<file path="config.mk">
export PLATFORM = sky130hd
export DESIGN_NAME = sevensegment_scan_decoder
export DESIGN_NICKNAME = d
export VERILOG_FILES = /design/src/rtl/sevensegment_scan_decoder.sv
export SDC_FILE = /design/constraint.sdc
export NUM_CORES = 1
export LEC_CHECK = 0
export ABC_AREA = 1
export CORE_MARGIN = 2
export CORE_UTILIZATION = 53
export CTS_BUF_LIST = sky130_fd_sc_hd__clkbuf_4
export DETAILED_ROUTE_END_ITERATION = 10
export HOLD_SLACK_MARGIN = 0.12
export PLACE_DENSITY = 0.79
export SLEW_MARGIN = 30
export SYNTH_ARGS = -nofsm -noshare
export SYNTH_HDL_FRONTEND = slang
export SYNTH_SLANG_ARGS = --single-unit
</file>
<file path="constraint.sdc">
create_clock -name clk -period 4.2 [get_ports clk]
set_input_delay 0.63 -clock clk [delete_from_list [all_inputs] [get_ports clk]]
set_output_delay 0.63 -clock clk [all_outputs]
set_load 0.01 [all_outputs]
</file>
<file path="src/rtl/sevensegment_scan_decoder.sv">
// sevensegment_scan_decoder
//
// Receive-side decoder for an 8-digit multiplexed 7-segment display. It
// watches the active-low anode and cathode scan lines and rebuilds the 5-bit
// digit code and decimal point of every digit. It also reports when all eight
// digits have been collected.
//
// Ports:
//   clk          system clock
//   reset        asynchronous reset, active-high
//   an_in[7:0]   anode lines, active-low; bit i selects digit i
//   seg_in[7:0]  cathode lines, active-low; bit 7 = dp, bits 6:0 = g..a
//   digits_out   packed 5-bit codes, digit i at [5i+4:5i]
//   dp_out       decimal points, active-high
//   digit_update one-cycle pulse when a digit is captured
//   update_idx   index of the captured digit (valid with digit_update)
//   frame_valid  one-cycle pulse when all 8 digits were seen since the last one
//   bad_anode    one-cycle pulse: a stable window had several anodes low
//   bad_pattern  one-cycle pulse: a captured segment pattern is not decodable
module sevensegment_scan_decoder #(
  parameter int SETTLE_CYCLES = 4,
  parameter int CNT_WIDTH     = 4
) (
  input  logic        clk,
  input  logic        reset,
  input  logic [7:0]  an_in,
  input  logic [7:0]  seg_in,
  output logic [39:0] digits_out,
  output logic [7:0]  dp_out,
  output logic        digit_update,
  output logic [2:0]  update_idx,
  output logic        frame_valid,
  output logic        bad_anode,
  output logic        bad_pattern
);

  localparam logic [CNT_WIDTH-1:0] CNT_MAX    = CNT_WIDTH'(SETTLE_CYCLES - 1);
  localparam logic [4:0]           CODE_BLANK = 5'd23;

  logic [7:0] s1_an, s1_seg, s2_an, s2_seg, s3_an, s3_seg;
  logic [CNT_WIDTH-1:0] settle_cnt;
  logic       captured;
  logic [7:0] seen_mask;

  logic       stable;
  logic       capture_cond;
  logic [3:0] zero_count;
  logic [2:0] low_idx;
  logic [7:0] next_mask;
  logic [5:0] decoded;

  // Inverse of the driver's segment table. The MSB flags an undecodable
  // pattern; such patterns store the blank code. 0x08 is shared by A and R
  // and always yields 10, so code 26 never appears.
  function automatic logic [5:0] decode_seg(input logic [6:0] pattern);
    logic [5:0] result;
    case (pattern)
      7'h40: result = {1'b0, 5'd0};
      7'h79: result = {1'b0, 5'd1};
      7'h24: result = {1'b0, 5'd2};
      7'h30: result = {1'b0, 5'd3};
      7'h19: result = {1'b0, 5'd4};
      7'h12: result = {1'b0, 5'd5};
      7'h02: result = {1'b0, 5'd6};
      7'h78: result = {1'b0, 5'd7};
      7'h00: result = {1'b0, 5'd8};
      7'h10: result = {1'b0, 5'd9};
      7'h08: result = {1'b0, 5'd10};
      7'h03: result = {1'b0, 5'd11};
      7'h46: result = {1'b0, 5'd12};
      7'h21: result = {1'b0, 5'd13};
      7'h06: result = {1'b0, 5'd14};
      7'h0E: result = {1'b0, 5'd15};
      7'h7E: result = {1'b0, 5'd16};
      7'h7D: result = {1'b0, 5'd17};
      7'h7B: result = {1'b0, 5'd18};
      7'h77: result = {1'b0, 5'd19};
      7'h6F: result = {1'b0, 5'd20};
      7'h5F: result = {1'b0, 5'd21};
      7'h3F: result = {1'b0, 5'd22};
      7'h7F: result = {1'b0, 5'd23};
      7'h09: result = {1'b0, 5'd24};
      7'h47: result = {1'b0, 5'd25};
      7'h4F: result = {1'b0, 5'd27};
      7'h2F: result = {1'b0, 5'd28};
      default: result = {1'b1, CODE_BLANK};
    endcase
    return result;
  endfunction

  // Two-flop synchronizer plus one extra stage used to detect changes.
  always_ff @(posedge clk or posedge reset) begin
    if (reset) begin
      s1_an  <= 8'hFF;
      s1_seg <= 8'hFF;
      s2_an  <= 8'hFF;
      s2_seg <= 8'hFF;
      s3_an  <= 8'hFF;
      s3_seg <= 8'hFF;
    end else begin
      s1_an  <= an_in;
      s1_seg <= seg_in;
      s2_an  <= s1_an;
      s2_seg <= s1_seg;
      s3_an  <= s2_an;
      s3_seg <= s2_seg;
    end
  end

  // Capture happens once per stable window. The window starts when s2 stops
  // changing and qualifies when the saturating counter reaches its maximum.
  // The last low anode bit is recorded. This index only matters when exactly
  // one anode is low.
  always_comb begin
    stable       = (s2_an == s3_an) && (s2_seg == s3_seg);
    capture_cond = stable && (settle_cnt == CNT_MAX) && !captured;
    zero_count   = 4'd0;
    low_idx      = 3'd0;
    for (int i = 0; i < 8; i++) begin
      if (!s2_an[i]) begin
        zero_count = zero_count + 4'd1;
        low_idx    = 3'(i);
      end
    end
    next_mask = seen_mask | (8'b1 << low_idx);
    decoded   = decode_seg(s2_seg[6:0]);
  end

  // Settle counter and the once-per-window capture flag.
  always_ff @(posedge clk or posedge reset) begin
    if (reset) begin
      settle_cnt <= '0;
      captured   <= 1'b0;
    end else if (!stable) begin
      settle_cnt <= '0;
      captured   <= 1'b0;
    end else begin
      if (settle_cnt != CNT_MAX) settle_cnt <= settle_cnt + 1'b1;
      if (capture_cond)          captured   <= 1'b1;
    end
  end

  // Digit storage, frame tracking and the one-cycle status pulses. A blank
  // window (all anodes high) is a legal inter-digit gap and produces nothing.
  always_ff @(posedge clk or posedge reset) begin
    if (reset) begin
      digits_out   <= {8{CODE_BLANK}};
      dp_out       <= 8'h00;
      digit_update <= 1'b0;
      update_idx   <= 3'd0;
      frame_valid  <= 1'b0;
      bad_anode    <= 1'b0;
      bad_pattern  <= 1'b0;
      seen_mask    <= 8'h00;
    end else begin
      digit_update <= 1'b0;
      frame_valid  <= 1'b0;
      bad_anode    <= 1'b0;
      bad_pattern  <= 1'b0;
      if (capture_cond) begin
        if (zero_count == 4'd1) begin
          digits_out[5*int'(low_idx) +: 5] <= decoded[4:0];
          dp_out[low_idx]                  <= ~s2_seg[7];
          digit_update                     <= 1'b1;
          update_idx                       <= low_idx;
          bad_pattern                      <= decoded[5];
          if (next_mask == 8'hFF) begin
            frame_valid <= 1'b1;
            seen_mask   <= 8'h00;
          end else begin
            seen_mask <= next_mask;
          end
        end else if (zero_count > 4'd1) begin
          bad_anode <= 1'b1;
        end
      end
    end
  end

endmodule

</file>
==> metrics.md <==
| Metric | Value |
|---|---|
| Final WL | approximately 16,000 um |
| Crit Path Max Fanout | 5 |
| Ratio of total power to cell area | 317 mW/mm^2 |
| Iter 0 DRT Violations | between 200 and 300 |
| Largest net degree at the start of global routing | 67 |
| Cell taking the most area after synthesis | dfstp_2 |
| Initial antenna violation count | 0 |
| Vias in the first global route | between 5,000 and 6,000 |
| Area occupied by multi-input gates | slightly above 0.003 mm^2 |
| Leak | roughly 0.0036 uW |
| Post-layout min period | 4.00 ns |
| Clock sinks | 116 |
| Post-synth EDFFs | 0 |
| Die area | 0.0131 mm^2 |
| # port buffers | 72 |
| Synth Net Count | 820 |
| Chip width | 114 um |
| Final slew viol count | 0 |
| Antenna-violating nets left | 0 |
| Initial core utilization | 53.9% |
| Post-place instance area | about 0.0073 mm^2 |
| Data required time of the critical path | ~4.6 ns |
| CORE AREA | approximately 0.012 mm^2 |
| Post-DP HPWL | ~11,000 um |
| FF+latch area | 0.00300 mm^2 |
| Critical Path Slowest Stage Cell | dfstp_2 |
| Finished layout cell area | 0.00785 mm^2 |
| Synth cell types | 48 |
| Hold_buf cts | 0 |
| Kind of critical path | register to register |
| Max Clk Rate | ~0.25 GHz |
| Pre-CTS setup slack | -0.00615 ns |
| Layout Skew | between 0.02 and 0.025 ns |
| Total CTS buffers | 17 |
| Commonest cells in the netlist | nand2_1, dfstp_2, nor2_1, inv_1, nand4_1 |
| H-Tree Depth | 4 |
| Relative slew margins | about 47% |
| Final-stage net count | 907 |
| Mapped Area | around 0.0064 mm^2 |
| Worst EP arrival | ~4.4 ns |
| Max stage delay on crit path | approximately 0.55 ns |
| Worst slew pin tran | ~0.79 ns |
| RePlAce Congestion | 0.880 |
| Max IR drop VDD | between 0.0003 and 0.0004 V |
| Core Util, Final | between 60 and 70% |
| Count leader, synth | nand2_1 |
| Sequential share of the synthesized area | 46.6% |
| DRC | 0 |
| Most Frequent Cell on Critical Path | nand2_1 |
| Post-synth top flop | dfstp_2 |
| TritonCTS clock tree | yes |
| Vias per cell | 5.39 |
| Mapped Cells | a little under 800 |
| Worst skew pair latency | 0.53 ns |
| Final worst slack | between 0.2 and 0.25 ns |
| Boundary pin count | 73 |
| Ratio of cells with drive above 1 in the final layout | 23.0% |
| Ys Warns | 0 |
| Finished Layout Cells | about 1,000 |
| Gr ovfl total | 0 |
| Seq cells post-synth | 116 |
| Via Count | ~5,500 |
| Root Buffer | clkbuf_4 |
| Chip height | ~110 um |
| Fill cells | roughly 970 |
| Synth top area share | between 30% and 40% |
| First-pass GRT wire length | roughly 25,000 um |
| Final period util | between 90% and 100% |
| Clock transition at the registers of the reported paths | approximately 0.11 ns |
| Area Growth Syn to Fin | 21.9% |
| Async set or reset register ratio after synthesis | 100% |
| Total GRT Usage | between 20 and 25% |
| DR WL/cell | ~15 um |
| Max-Cap Viols | 0 |
| Syn avg cell area | 8.25 um^2 |
| Final hold vios | 0 |
| Placed cells | roughly 1,000 |
| CP Capture Type | register |
| Core Rows | 40 |
| Hold crit path type | register to register |
| CTS Buffer Depth | 2 |
| Outcome | finished clean |
| # setup viols final | 0 |
| Number of antenna diodes | 0 |
| Synth area leaders | dfstp_2, dfrtp_1, nand2_1 |
| 1st-pass router iterations | 5 |
| Startpoint Class | register |
[final timing paths]
path | end | cells past startpoint | slack (ns) | start
worst max register to register | update_idx[2] | 28 | 0.20 | s2_an[1]
max in group asynchronous | digits_out[37] | 3 | 2.65 | reset
worst max-delay path | update_idx[2] | 28 | 0.20 | s2_an[1]
worst min register to register | s2_seg[7] | 0 | 0.35 | s1_seg[7]
worst min-delay path | s2_seg[7] | 0 | 0.35 | s1_seg[7]
min in group asynchronous | digit_update | 2 | 0.60 | reset
[per-layer routing]
layer | track usage (%) | vias up | share of wire (%)
met3 | 4.76 | 29 | 4.4
met2 | 41.0 | 178 | 51
met5 | 0 | - | 0
li1 | - | 2754 | -
met4 | 8.46 | 0 | 1.8
met1 | 30.9 | 2582 | 43
[layout make-up]
class                   count  share of cell area (%)
multi-input cells         566                    39.6
flip-flops and latches    116                    38.2
repair buffers             98                    12.7
inverters                  69                    3.36
well taps                 147                    2.34
clock inverters            15                    2.18
clock buffers              17                    1.63
[placed cells by master, fill, tap and decap left out, types with 4 or more instances in the layout]
cell type and count:
ha_1 19, nand3_2 12, nor2_1 77, nand2_1 224, xnor2_1 8, clkdlybuf4s50_1 72, nand4_1 57, a21oi_1 17
or2_2 6, nor4_1 8, dfstp_2 80, buf_6 5, o21ai_1 7, nand3_1 49, inv_6 5, dfrtp_1 36
nor3_1 4, o21ai_2 7, inv_1 59, nand2_2 12, nand3_4 7, o21ai_0 12, buf_4 17, clkbuf_4 17
xor2_1 8, inv_2 6
[flip-flops by register name, indices dropped and copies added (netlist names)]
register      flops
digits_out       40
dp_out            8
s1_an             8
s1_seg            8
s2_an             8
s2_seg            8
s3_an             8
s3_seg            8
seen_mask         8
settle_cnt        4
update_idx        3
bad_anode         1
bad_pattern       1
captured          1
digit_update      1
frame_valid       1
[kinds of logic after synthesis]
family	after synthesis	synth area share (%)
adders and majority gates	21	4.08
and+or+nand+nor	470	34.8
DFF	116	46.6
buffers and inverters	99	6.68
AOI/OAI and AO/OA	59	5.67
xor gates and xnor gates	16	2.18
[timing repair]
item | 4_1_cts | 5_1_grt
setup endpoints to repair | 12 | 62
setup buffers | 0 | 6
pin swaps | 0 | 6
gates cloned | 0 | 3
resized for setup | 0 | 31
[power by group]
group          total [uW]  switching (uW)  internal (uW)  leakage (uW)
Clock                 853             483            371      0.000155
Sequential           1190            28.6           1160       0.00134
Combinational         442             283            159       0.00215
[worst max-delay path: cells and delay by family (launching register included)]
kind	cells	cell delay [ns]
AND/OR/NAND/NOR	19	2.01
AO/OA/AOI/OAI	1	0.05
buffers and inverters	5	0.51
adder cells (fa/ha/maj)	3	0.77
flip-flops	1	0.55
[stage by stage]
step	total power [uW]	hold WS (ns)	setup TNS [ns]
after floorplan	1500	0.345	0
after global placement	1580	0.346	0
after detailed placement	1600	0.347	-0.0147
after CTS	2460	0.357	-0.179
after global routing	2620	0.358	-1.58
final	2490	0.353	0
No activity file was read; power rests on OpenSTA's default activity.
